[src/rtl/mole_hit_detector.sv]
// Whack-a-mole hit detector: latches mole waves, scores synchronised whacks, ends after NUM_WAVES.
// Optional: define MISS_PENALTY_EN to subtract misses from the score (floored at 0).
module mole_hit_detector #(
  parameter int NUM_HOLES   = 18,
  parameter int SCORE_W     = 10,
  parameter int NUM_WAVES   = 30,
  parameter int SYNC_STAGES = 2
) (
  input  logic                 clk,
  input  logic                 rst,
  input  logic                 mole_clk,
  input  logic [NUM_HOLES-1:0] mole_positions,
  input  logic [NUM_HOLES-1:0] whack,
  output logic [NUM_HOLES-1:0] active_moles,
  output logic [SCORE_W-1:0]   score,
  output logic                 hit,
  output logic                 miss,
  output logic                 done
);

  localparam int WAVE_W = $clog2(NUM_WAVES + 1);
  localparam int CNT_W  = $clog2(NUM_HOLES + 1);
  localparam int SUM_W  = ((SCORE_W > CNT_W) ? SCORE_W : CNT_W) + 1;
  localparam int SUP_W  = $clog2(SYNC_STAGES + 2);
  localparam logic [WAVE_W-1:0]  LAST_WAVE = WAVE_W'(NUM_WAVES);
  localparam logic [SUP_W-1:0]   SUP_DONE  = SUP_W'(SYNC_STAGES + 1);
  localparam logic [SCORE_W-1:0] SCORE_MAX = {SCORE_W{1'b1}};

  typedef enum logic [1:0] {IDLE = 2'd0, PLAY = 2'd1, DONE = 2'd2} state_t;

  function automatic logic [CNT_W-1:0] popcount(input logic [NUM_HOLES-1:0] v);
    logic [CNT_W-1:0] c;
    c = {CNT_W{1'b0}};
    for (int i = 0; i < NUM_HOLES; i++) begin
      c = c + CNT_W'(v[i]);
    end
    return c;
  endfunction

  state_t                              state_r, state_nx_s;
  logic [SYNC_STAGES-1:0][NUM_HOLES-1:0] sync_r;
  logic [NUM_HOLES-1:0]                sync_prev_r, evt_r;
  logic [SUP_W-1:0]                    sup_cnt_r;
  logic                                mole_clk_r;
  logic [WAVE_W-1:0]                   wave_cnt_r, wave_cnt_nx_s;
  logic [NUM_HOLES-1:0]                active_nx_s, hits_s, misses_s;
  logic [SCORE_W-1:0]                  score_nx_s;
  logic                                hit_nx_s, miss_nx_s, done_nx_s, wave_edge_s;
  logic [SUM_W-1:0]                    sum_s, net_s;

  assign wave_edge_s = mole_clk & ~mole_clk_r;
  assign hits_s      = evt_r & active_moles;
  assign misses_s    = evt_r & ~active_moles;

  // Whack synchroniser, event detection with post-reset blanking, wave strobe history
  always_ff @(posedge clk or posedge rst) begin
    if (rst) begin
      sync_r      <= '0;
      sync_prev_r <= '0;
      evt_r       <= '0;
      sup_cnt_r   <= '0;
      mole_clk_r  <= 1'b0;
    end else begin
      sync_r      <= {sync_r[SYNC_STAGES-2:0], whack};
      sync_prev_r <= sync_r[SYNC_STAGES-1];
      mole_clk_r  <= mole_clk;
      if (sup_cnt_r != SUP_DONE) begin
        sup_cnt_r <= sup_cnt_r + SUP_W'(1);
        evt_r     <= '0;
      end else begin
        evt_r     <= sync_r[SYNC_STAGES-1] ^ sync_prev_r;
      end
    end
  end

  // State register
  always_ff @(posedge clk or posedge rst) begin
    if (rst) begin
      state_r <= IDLE;
    end else begin
      state_r <= state_nx_s;
    end
  end

  // Next-state logic
  always_comb begin
    state_nx_s = state_r;
    case (state_r)
      IDLE: begin
        if (wave_edge_s) state_nx_s = PLAY;
        else             state_nx_s = IDLE;
      end
      PLAY: begin
        if (wave_edge_s && (wave_cnt_r == LAST_WAVE)) state_nx_s = DONE;
        else                                          state_nx_s = PLAY;
      end
      DONE:    state_nx_s = DONE;
      default: state_nx_s = IDLE;
    endcase
  end

  // Saturating score update; the sum is widened so overflow is visible before truncation
  always_comb begin
    sum_s = SUM_W'(score) + SUM_W'(popcount(hits_s));
`ifdef MISS_PENALTY_EN
    if (sum_s < SUM_W'(popcount(misses_s))) net_s = {SUM_W{1'b0}};
    else                                    net_s = sum_s - SUM_W'(popcount(misses_s));
`else
    net_s = sum_s;
`endif
    if (net_s > SUM_W'(SCORE_MAX)) score_nx_s = SCORE_MAX;
    else                           score_nx_s = net_s[SCORE_W-1:0];
  end

  // Output / datapath next values
  always_comb begin
    active_nx_s   = active_moles;
    wave_cnt_nx_s = wave_cnt_r;
    hit_nx_s      = 1'b0;
    miss_nx_s     = 1'b0;
    done_nx_s     = 1'b0;
    case (state_r)
      IDLE: begin
        if (wave_edge_s) begin
          active_nx_s   = mole_positions;
          wave_cnt_nx_s = WAVE_W'(1);
        end else begin
          active_nx_s   = active_moles;
        end
      end
      PLAY: begin
        hit_nx_s  = |hits_s;
        miss_nx_s = |misses_s;
        // Whacks score against the old pattern; a coincident wave then overwrites it untouched
        if (wave_edge_s && (wave_cnt_r == LAST_WAVE)) begin
          active_nx_s = {NUM_HOLES{1'b0}};
          done_nx_s   = 1'b1;
        end else if (wave_edge_s) begin
          active_nx_s   = mole_positions;
          wave_cnt_nx_s = wave_cnt_r + WAVE_W'(1);
        end else begin
          active_nx_s = active_moles & ~hits_s;
        end
      end
      DONE: begin
        active_nx_s = {NUM_HOLES{1'b0}};
        done_nx_s   = 1'b1;
      end
      default: begin
        active_nx_s = {NUM_HOLES{1'b0}};
      end
    endcase
  end

  // Registered outputs and wave counter
  always_ff @(posedge clk or posedge rst) begin
    if (rst) begin
      active_moles <= '0;
      score        <= '0;
      hit          <= 1'b0;
      miss         <= 1'b0;
      done         <= 1'b0;
      wave_cnt_r   <= '0;
    end else begin
      active_moles <= active_nx_s;
      hit          <= hit_nx_s;
      miss         <= miss_nx_s;
      done         <= done_nx_s;
      wave_cnt_r   <= wave_cnt_nx_s;
      if (state_r == PLAY) score <= score_nx_s;
      else                 score <= score;
    end
  end

endmodule

[config.mk]
export PLATFORM = sky130hd
export DESIGN_NAME = mole_hit_detector
export DESIGN_NICKNAME = d
export VERILOG_FILES = /design/src/rtl/mole_hit_detector.sv
export SDC_FILE = /design/constraint.sdc
export NUM_CORES = 1
export LEC_CHECK = 0
export CELL_PAD_IN_SITES_DETAIL_PLACEMENT = 0
export CELL_PAD_IN_SITES_GLOBAL_PLACEMENT = 1
export CORE_UTILIZATION = 44
export DETAILED_ROUTE_END_ITERATION = 6
export GPL_TIMING_DRIVEN = 0
export HOLD_SLACK_MARGIN = 0.1
export PLACE_DENSITY = 0.85
export SYNTH_ARGS = -nofsm -noshare
export SYNTH_HDL_FRONTEND = slang
export SYNTH_SLANG_ARGS = --single-unit
[constraint.sdc]
create_clock -name clk -period 6.76 [get_ports clk]
set_clock_uncertainty 0.1 [all_clocks]
set_input_delay 1.69 -clock clk [delete_from_list [all_inputs] [get_ports clk]]
set_output_delay 1.69 -clock clk [all_outputs]
set_load 0.005 [all_outputs]
# After elaboration in Yosys (flattened, before gate mapping)
# Cells that the tools add are included.
# op_classes
div_mod_pow,0
multipliers,0
n_reduce_logical,6
muxes,17
bitwise_logic,8
add_sub_neg,20
order_cmp,1
eq_ne,7
n_shift,0
# op_table
operator,n
18-bit two-way mux,4
5-bit by 1-bit adder with 5-bit output,13
18-bit AND,3
18-bit NOT,2
18-bit case mux with 2 select lines,1
18-bit OR reduction,2
18-bit bitwise XOR,1
5-bit two-way mux,3
10-bit by 5-bit adder with 11-bit output,1
11-bit by 10-bit > comparator with 1-bit output (second input constant),1
10-bit two-way mux,1
5-bit case mux with 2 select lines,1
2-bit != test (second input constant),4
2-bit case mux with 3 select lines,1
4-bit by 1-bit adder with 5-bit output,1
5-bit by 1-bit adder with 5-bit output (second input constant),1
5-bit == test (second input constant),1
3-bit by 1-bit adder with 4-bit output,1
1-bit two-way mux,4
4-bit AND reduction,1
2-bit by 1-bit adder with 3-bit output,1
1-bit by 1-bit adder with 2-bit output,1
2-bit by 1-bit adder with 2-bit output (second input constant),1
2-bit by 1-bit == test with 1-bit output (second input constant),1
other kinds (8),8
# totals
output_inout_bits,31
mem_bits_ro,0
mem_count,0
reg_bits,113
latchBits,0
mem_bits_rw,0

# Logic depth before layout (Yosys ltp)
# Gate-level depths: netlist of run 1.
# logic_depth
ltp_word,21
mapped_depth,17
depth_no_buf,17

# Worst setup path before layout of run 1
# Ideal clock, no wire load.
# synth_timing
kind,reg2reg
startpoint,register active_moles[12]
endpoint,register score[8]
path_stages_with_launch,18
period_less_slack_ps,4958
setup_ps,125
arrival_time_ps,4733
n_path_buf,0
path_slack_ps,1802
path_cell_list,dfrtp_1 -> nand2_1 -> fa_1 -> inv_1 -> fa_1 -> inv_1 -> fa_1 -> fa_1 -> inv_1 -> fa_1 -> fa_1 -> inv_1 -> fa_1 -> nor2b_1 -> o31a_1 -> o21ai_2 -> a21boi_1 -> mux2_2
# synth_via
elab_chain_cells,10
# synth_rtl
element,line,source
"start, declared",14,"output logic [NUM_HOLES-1:0] active_moles,"
"start signal, assigned",165,active_moles <= active_nx_s;
18-bit AND *,52,assign hits_s = evt_r & active_moles;
5-bit by 1-bit adder with 5-bit output * (6 in a row),35,c = c + CNT_W'(v[i]);
10-bit by 5-bit adder with 11-bit output *,104,sum_s = SUM_W'(score) + SUM_W'(popcount(hits_s));
11-bit by 10-bit > comparator with 1-bit output,111,if (net_s > SUM_W'(SCORE_MAX)) score_nx_s = SCORE_MAX;
10-bit two-way mux *,111,
"end signal, assigned",170,if (state_r == PLAY) score <= score_nx_s;
"end signal, assigned",171,else score <= score;
"end, declared",15,"output logic [SCORE_W-1:0] score,"
# Every way passes the cells marked *; elsewhere a longest branch is shown, timed or not.
# A chain may end at the register's enable or synchronous reset.

# Worst setup path after layout of run 1
# layout_timing
startpoint,register active_moles[0]
endpoint,register score[4]
# layout_via
elab_chain_cells,21
# layout_rtl
element,line
18-bit AND *,52
1-bit by 1-bit adder with 2-bit output *,35
2-bit by 1-bit adder with 3-bit output *,35
3-bit by 1-bit adder with 4-bit output *,35
4-bit by 1-bit adder with 5-bit output *,35
5-bit by 1-bit adder with 5-bit output * (13 in a row),35
10-bit by 5-bit adder with 11-bit output *,104
11-bit by 10-bit > comparator with 1-bit output,111
10-bit two-way mux *,111
# Marks and branches as above.

==> metrics.csv, run 1 <==
metric,value,unit
status,"complete, no violations",
Synth Area per Inst,12.58,sq um
Rows,37,
Final Cycle Share,79.41,%
maximum number of pins on one net before global-route repair,77,
Clock Pin Slew Worst Setup and Hold Paths,0.06,ns
first-pass GRT wire length,15960,microns
Post-Synthesis Cells,385,
Final #Nets,546,
setup TNS,0,ns
final core utilization,60.26,%
Root Buffer,clkbuf_8,
die height,106.9,microns
initial core utilization,46.08,%
sequential cell area fraction in the yosys report,58.40,%
Diodes inserted,0,
P_leak,2.875,nW
IO Port Bufs,69,
"Net Count, Synth",457,
initial antenna violation count,0,
post-CTS setup buffers,0,
Die Width,106.9,microns
"leading cell type in the layout, fill and taps excluded",dfrtp_1,
Core Region,10510,sq um
class of the worst hold path,reg2reg,
number of flops mapped to enable cells by yosys,0,
Crit. End Element,flop,
min Tclk post-route,5.368,ns
H-tree depth,4,
Pwr per Cell Area,384.2,nW/um^2
ys flop type,dfrtp_1,
Worst Path Required,7.10,ns
final hold violation count,0,
CP dominant cell by count,fa_1,
Critical Path Fanout Max,7,
# IOs,70,
Crit path arrival time,5.71,ns
MaxCap Viol Count,0,
Synth-to-Final Area Change,30.78,%
Worst-Margin Slew,0.5601,ns
CP cell instances,"nand2_1, fa_1, fa_1, fa_1, fa_1, inv_1, fa_1, fa_1, inv_1, fa_1, nor2b_1, o31a_1, nor3_2, o31ai_4, o22a_1",
async set-reset flop share out of synthesis,100.0,%
Slowest cell on crit path,fa_1,
antenna-violating nets left,0,
# setup viols final,0,
synth unique cells,49,
DR vias,3164,
Fillers,818,
area of the multi-input gates,1800,sq um
vias in the first global route,3176,
DR pass1 iterations,4,
hpwl dp,7003,microns
R2R setup slack,1.39,ns
Num CTS Buffers,17,
fin. max-slew vios,0,
CTS Sinks,113,
Via density,5.079,
drt wl/cell,15.81,microns
Post-CTS Hold Buffers,0,
cts repair resizes,0,
"Cell Area, Placed",5733,sq um
Max stage delay on crit path,0.57,ns
Initial DRC Count,127,
Clock Path Buffers,2,
crit start category,flop,
routability congestion estimate,0.8298,
most frequent cells in the layout,"dfrtp_1 (113), clkdlybuf4s50_1 (69), inv_1 (36)",
YS warnings,0,
Max transition margin,62.62,%
"flops & latches, synth",113,
Max VDD drop,0.1874,mV
cell area after synthesis,4842,sq um
grt ovf,0,
CP Class,reg2reg,
Seq. cell area,2828,sq um
Residual DRC,0,
TritonCTS clock tree,built,
Routed WL,9851,microns
RSZ-0062 raised after global routing,false,
fmax,186.3,MHz
final instance area,6332,sq um
GRT Total Usage,18.65,%
die area,11430,sq um
layout cell share with drive strength beyond 1,10.27,%
Worst-Skew Late Latency,0.50,ns
[through the flow]
| step | power (mW) | instances | hold slack, ns | setup WS (ns) |
|---|---|---|---|---|
| floorplan | 1.312 | 385 | 0.2312 | 1.802 |
| global placement | 1.529 | 590 | 0.2315 | 0.4339 |
| detailed placement | 1.557 | 591 | 0.2347 | 1.424 |
| CTS | 2.455 | 623 | 0.2483 | 1.383 |
| global route | 2.577 | 623 | 0.2528 | 1.156 |
| finish | 2.433 | 623 | 0.2470 | 1.392 |
[flip-flops by register name, indices dropped and copies added, names as in the netlist]
register      cells
active_moles     18
mole_clk_r        1
sync_prev_r      18
wave_cnt_r        5
sync_r           36
hit               1
state_r           2
done              1
evt_r            18
score            10
miss              1
sup_cnt_r         2
[report_power, final]
group          leakage (nW)  switching, mW  internal (mW)  total [mW]
Combinational          1.25          0.333          0.366       0.699
Sequential             1.34         0.0800          0.765       0.845
Clock                 0.286          0.327          0.561       0.888
Total                  2.87          0.740           1.69        2.43
[Yosys cell counts, types with 2 or more instances]
library cell	number	area, sq um
a21oi_1	10	50.05
a22o_1	19	166.4
a31oi_1	3	18.77
and2_1	27	168.9
and3_1	2	12.51
buf_6	5	56.30
clkbuf_1	4	15.01
dfrtp_1	113	2828
fa_1	13	260.3
ha_1	20	250.2
inv_1	37	138.9
mux2_2	3	33.78
mux2i_1	2	20.02
nand2_1	19	71.32
nand2b_1	2	12.51
nand3_1	3	15.01
nand4_1	5	31.28
nor2_1	8	30.03
nor2b_1	4	25.02
nor3_1	5	25.02
nor3b_1	2	15.01
o21ai_0	11	55.05
o21ai_1	11	55.05
o22a_1	6	52.55
o22ai_1	7	43.79
o31a_1	2	17.52
xnor2_1	3	26.28
xor2_1	18	157.7
[logic make-up after synthesis]
group           share of synthesized area, %
buf+inv                                4.418
xor+xnor                               3.799
flops                                  58.40
simple gates                           9.431
compound gates                         12.07
fa+ha+maj                              10.54
mux                                    1.344
[layer usage]
layer	global-route usage, %	up-vias	routed length, microns
met5	0	-	0
met1	25.92	1554	4580
met4	5.284	0	82
li1	-	1505	-
met3	4.924	9	538
met2	28.94	96	4649
[cell type report]
type	instances	area share, %
Sequential cell	113	44.66
Multi-Input combinational cell	225	28.43
Timing Repair Buffer	70	11.34
Clock buffer	20	7.192
Tap cell	136	2.687
Inverter	38	2.292
Clock inverter	12	2.272
Buffer	9	1.126
[worst max-delay path: cells and delay by family, from the launching register on]
family,cells,cell delay (ns)
AND/OR/NAND/NOR,3,0.41
flip-flops,1,0.46
adder cells (fa/ha/maj),7,3.36
AO/OA/AOI/OAI,3,0.86
buffers and inverters,2,0.13
[path summary, 6_finish.rpt]
path                                       from              end  depth (start not counted)
min in group asynchronous                   rst  sync_prev_r[16]                          2
worst max-delay path            active_moles[0]         score[4]                         15
worst min-delay path                 sync_r[17]       sync_r[35]                          0
worst min register to register       sync_r[17]       sync_r[35]                          0
max in group asynchronous                   rst        evt_r[15]                          3
worst max register to register  active_moles[0]         score[4]                         15
Note: power is estimated with default switching activity, not from simulation.
==> run 2: changes to the inputs <==
- clock period: 6.76 -> 5.19 ns (I/O delays scaled with it)
==> metrics.csv, run 2 (same netlist as run 1, synthesis figures left out) <==
metric,value,unit,change
status,"complete, no violations",,
Reg2Reg Launch Point,active_moles[14],,
Final #Nets,553,,+1.3%
start point of the critical path,active_moles[14],,
Pwr per Cell Area,499.7,nW/um^2,+30%
WHS Endpoint,sync_r[21],,
initial core utilization,46.08,%,unchanged
crit start category,flop,,
Residual DRC,0,,unchanged
largest reg by FF count,sync_r,,
P_leak,2.920,nW,+1.6%
Routed WL,9982,microns,+1.3%
CTS Sinks,113,,unchanged
Diodes inserted,0,,unchanged
Slowest cell on crit path,fa_1,,
die area,11430,sq um,unchanged
Core Region,10510,sq um,unchanged
routability congestion estimate,0.8298,,unchanged
IO Port Bufs,69,,unchanged
Final Cycle Share,97.60,%,+18 points
GRT Total Usage,18.87,%,+0.23 points
RSZ-0062 raised after global routing,true,,
CP cell instances,"nand2_2, fa_1, inv_2, fa_1, inv_2, fa_1, fa_1, inv_1, fa_1, fa_2, inv_2, fa_2, nor2b_2, o31a_1, o21ai_2, a21oi_2, mux2_4",,
vias in the first global route,3218,,+1.3%
drt wl/cell,15.84,microns,+0.20%
fin. max-slew vios,0,,unchanged
hpwl dp,7003,microns,unchanged
Worst-Skew Late Latency,0.49,ns,about the same
non-filler instance count after layout,630,,+1.1%
Max stage delay on crit path,0.57,ns,about the same
setup TNS,0,ns,unchanged
Worst path depth,17,,+2
"leading cell type in the layout, fill and taps excluded",dfrtp_1,,
final hold violation count,0,,unchanged
class of the worst hold path,reg2reg,,
TritonCTS clock tree,built,,
Num CTS Buffers,17,,unchanged
min Tclk post-route,5.065,ns,-0.3029 ns
CP dominant cell by count,fa_1,,
fmax,197.4,MHz,+6.0%
most frequent cells in the layout,"dfrtp_1 (112), clkdlybuf4s50_1 (69), inv_1 (33)",,
die height,106.9,microns,unchanged
Rows,37,,unchanged
Max transition margin,64.01,%,+1.4 points
Crit path arrival time,5.34,ns,-0.37 ns
dpl cells,591,,unchanged
Worst Path Required,5.47,ns,-1.63 ns
Die Width,106.9,microns,unchanged
Clock Pin Slew Worst Setup and Hold Paths,0.06,ns,about the same
Critical Path Fanout Max,4,,-3
Worst Hold Path Cells,0,,unchanged
Top Family by Delay on Critical Path,adder cells,,
MaxCap Viol Count,0,,unchanged
R2R Path End,score[6],,
CP Class,reg2reg,,
Fillers,808,,-1.2%
length in cells of the worst reg-to-reg path,17,,+2
R2R setup slack,0.12,ns,-1.27 ns
Synth-to-Final Area Change,32.82,%,
Root Buffer,clkbuf_8,,
layout cell share with drive strength beyond 1,13.97,%,+3.7 points
Worst-Margin Slew,0.5393,ns,-0.02079 ns
Clock Path Buffers,2,,unchanged
first-pass GRT wire length,16150,microns,+1.2%
# IOs,70,,unchanged
Fin Hold WS,0.2473,ns,+0.0003240 ns
Max VDD drop,0.2442,mV,+30%
H-tree depth,4,,unchanged
Initial DRC Count,156,,+23%
hold_sp,sync_r[3],,
antenna-violating nets left,0,,unchanged
Post-CTS Hold Buffers,0,,unchanged
initial antenna violation count,0,,unchanged
grt ovf,0,,unchanged
DR pass1 iterations,4,,unchanged
Total Power Consumption,3.214,mW,+32%
max reg flops,36,,unchanged
DR vias,3199,,+1.1%
Crit path buffers/inverters,4,,+2
Crit. End Element,flop,,
maximum number of pins on one net before global-route repair,77,,unchanged
Via density,5.078,,about the same
# setup viols final,0,,unchanged
## run 2: changes by cell type in the layout (fill, tap and decap cells not counted), sizes merged
| cell | delta |
|---|---|
| buf | +7 |
## run 2: what timing repair did
action | in CTS | in global routing
setup buffers | 7 | 0
endpoints found under the hold margin | 0 | 0
pin swaps | 5 | 15
gates resized for setup | 4 | 12
endpoints found under the setup margin | 10 | 10
## run 2: through the flow
| step | cell area [sq um] | utilization (%) | worst slack [ns] |
|---|---|---|---|
| floorplan | 4842 | - | 0.2322 |
| global placement | 5703 | 54.27 | -0.7436 |
| detailed placement | 5733 | 54.55 | -0.1457 |
| CTS | 6394 | 60.84 | 0.01374 |
| global route | 6431 | 61.20 | -0.06708 |
| finish | 6431 | 61.20 | 0.1247 |
## run 2: worst max-delay path by stage
stage                                 end
final                            score[6]
after global routing             score[8]
after CTS                        score[7]
after detailed placement         score[4]
after global placement    sync_prev_r[17]
after floorplan                  score[8]
## run 2: report_power, final
| group | leakage, nW | switching [mW] | total [mW] | internal (mW) |
|---|---|---|---|---|
| combinational | 1.29 | 0.450 | 0.959 | 0.509 |
| clock | 0.286 | 0.422 | 1.15 | 0.731 |
| sequential | 1.34 | 0.104 | 1.10 | 0.997 |
## run 2: area by class of cell
class	instances	area, sq um	share of cell area [%]
Clock buffer	20	455.4	7.082
Multi-Input combinational cell	225	1842	28.64
Timing Repair Buffer	77	774.5	12.04
Clock inverter	12	143.9	2.237
Sequential cell	113	2829	43.99
Tap cell	136	170.2	2.646
Inverter	38	145.1	2.257
Buffer	9	71.32	1.109
## run 2: worst reg2reg max path, stage by stage, from the launching register on
cell	delay, ns
dfrtp_1	0.42
nand2_2	0.09
fa_1	0.57
inv_2	0.04
fa_1	0.49
inv_2	0.04
fa_1	0.46
fa_1	0.49
inv_1	0.05
fa_1	0.52
fa_2	0.22
inv_2	0.04
fa_2	0.40
nor2b_2	0.14
o31a_1	0.27
o21ai_2	0.14
a21oi_2	0.15
mux2_4	0.30
## run 2: layer usage
metal  up-vias  wire, microns  track usage [%]
li1       1515              -                -
met1      1593           4621            26.16
met2        84           4786            29.45
met3         7            498            4.924
met4         0             76            5.284
met5         -              0                0
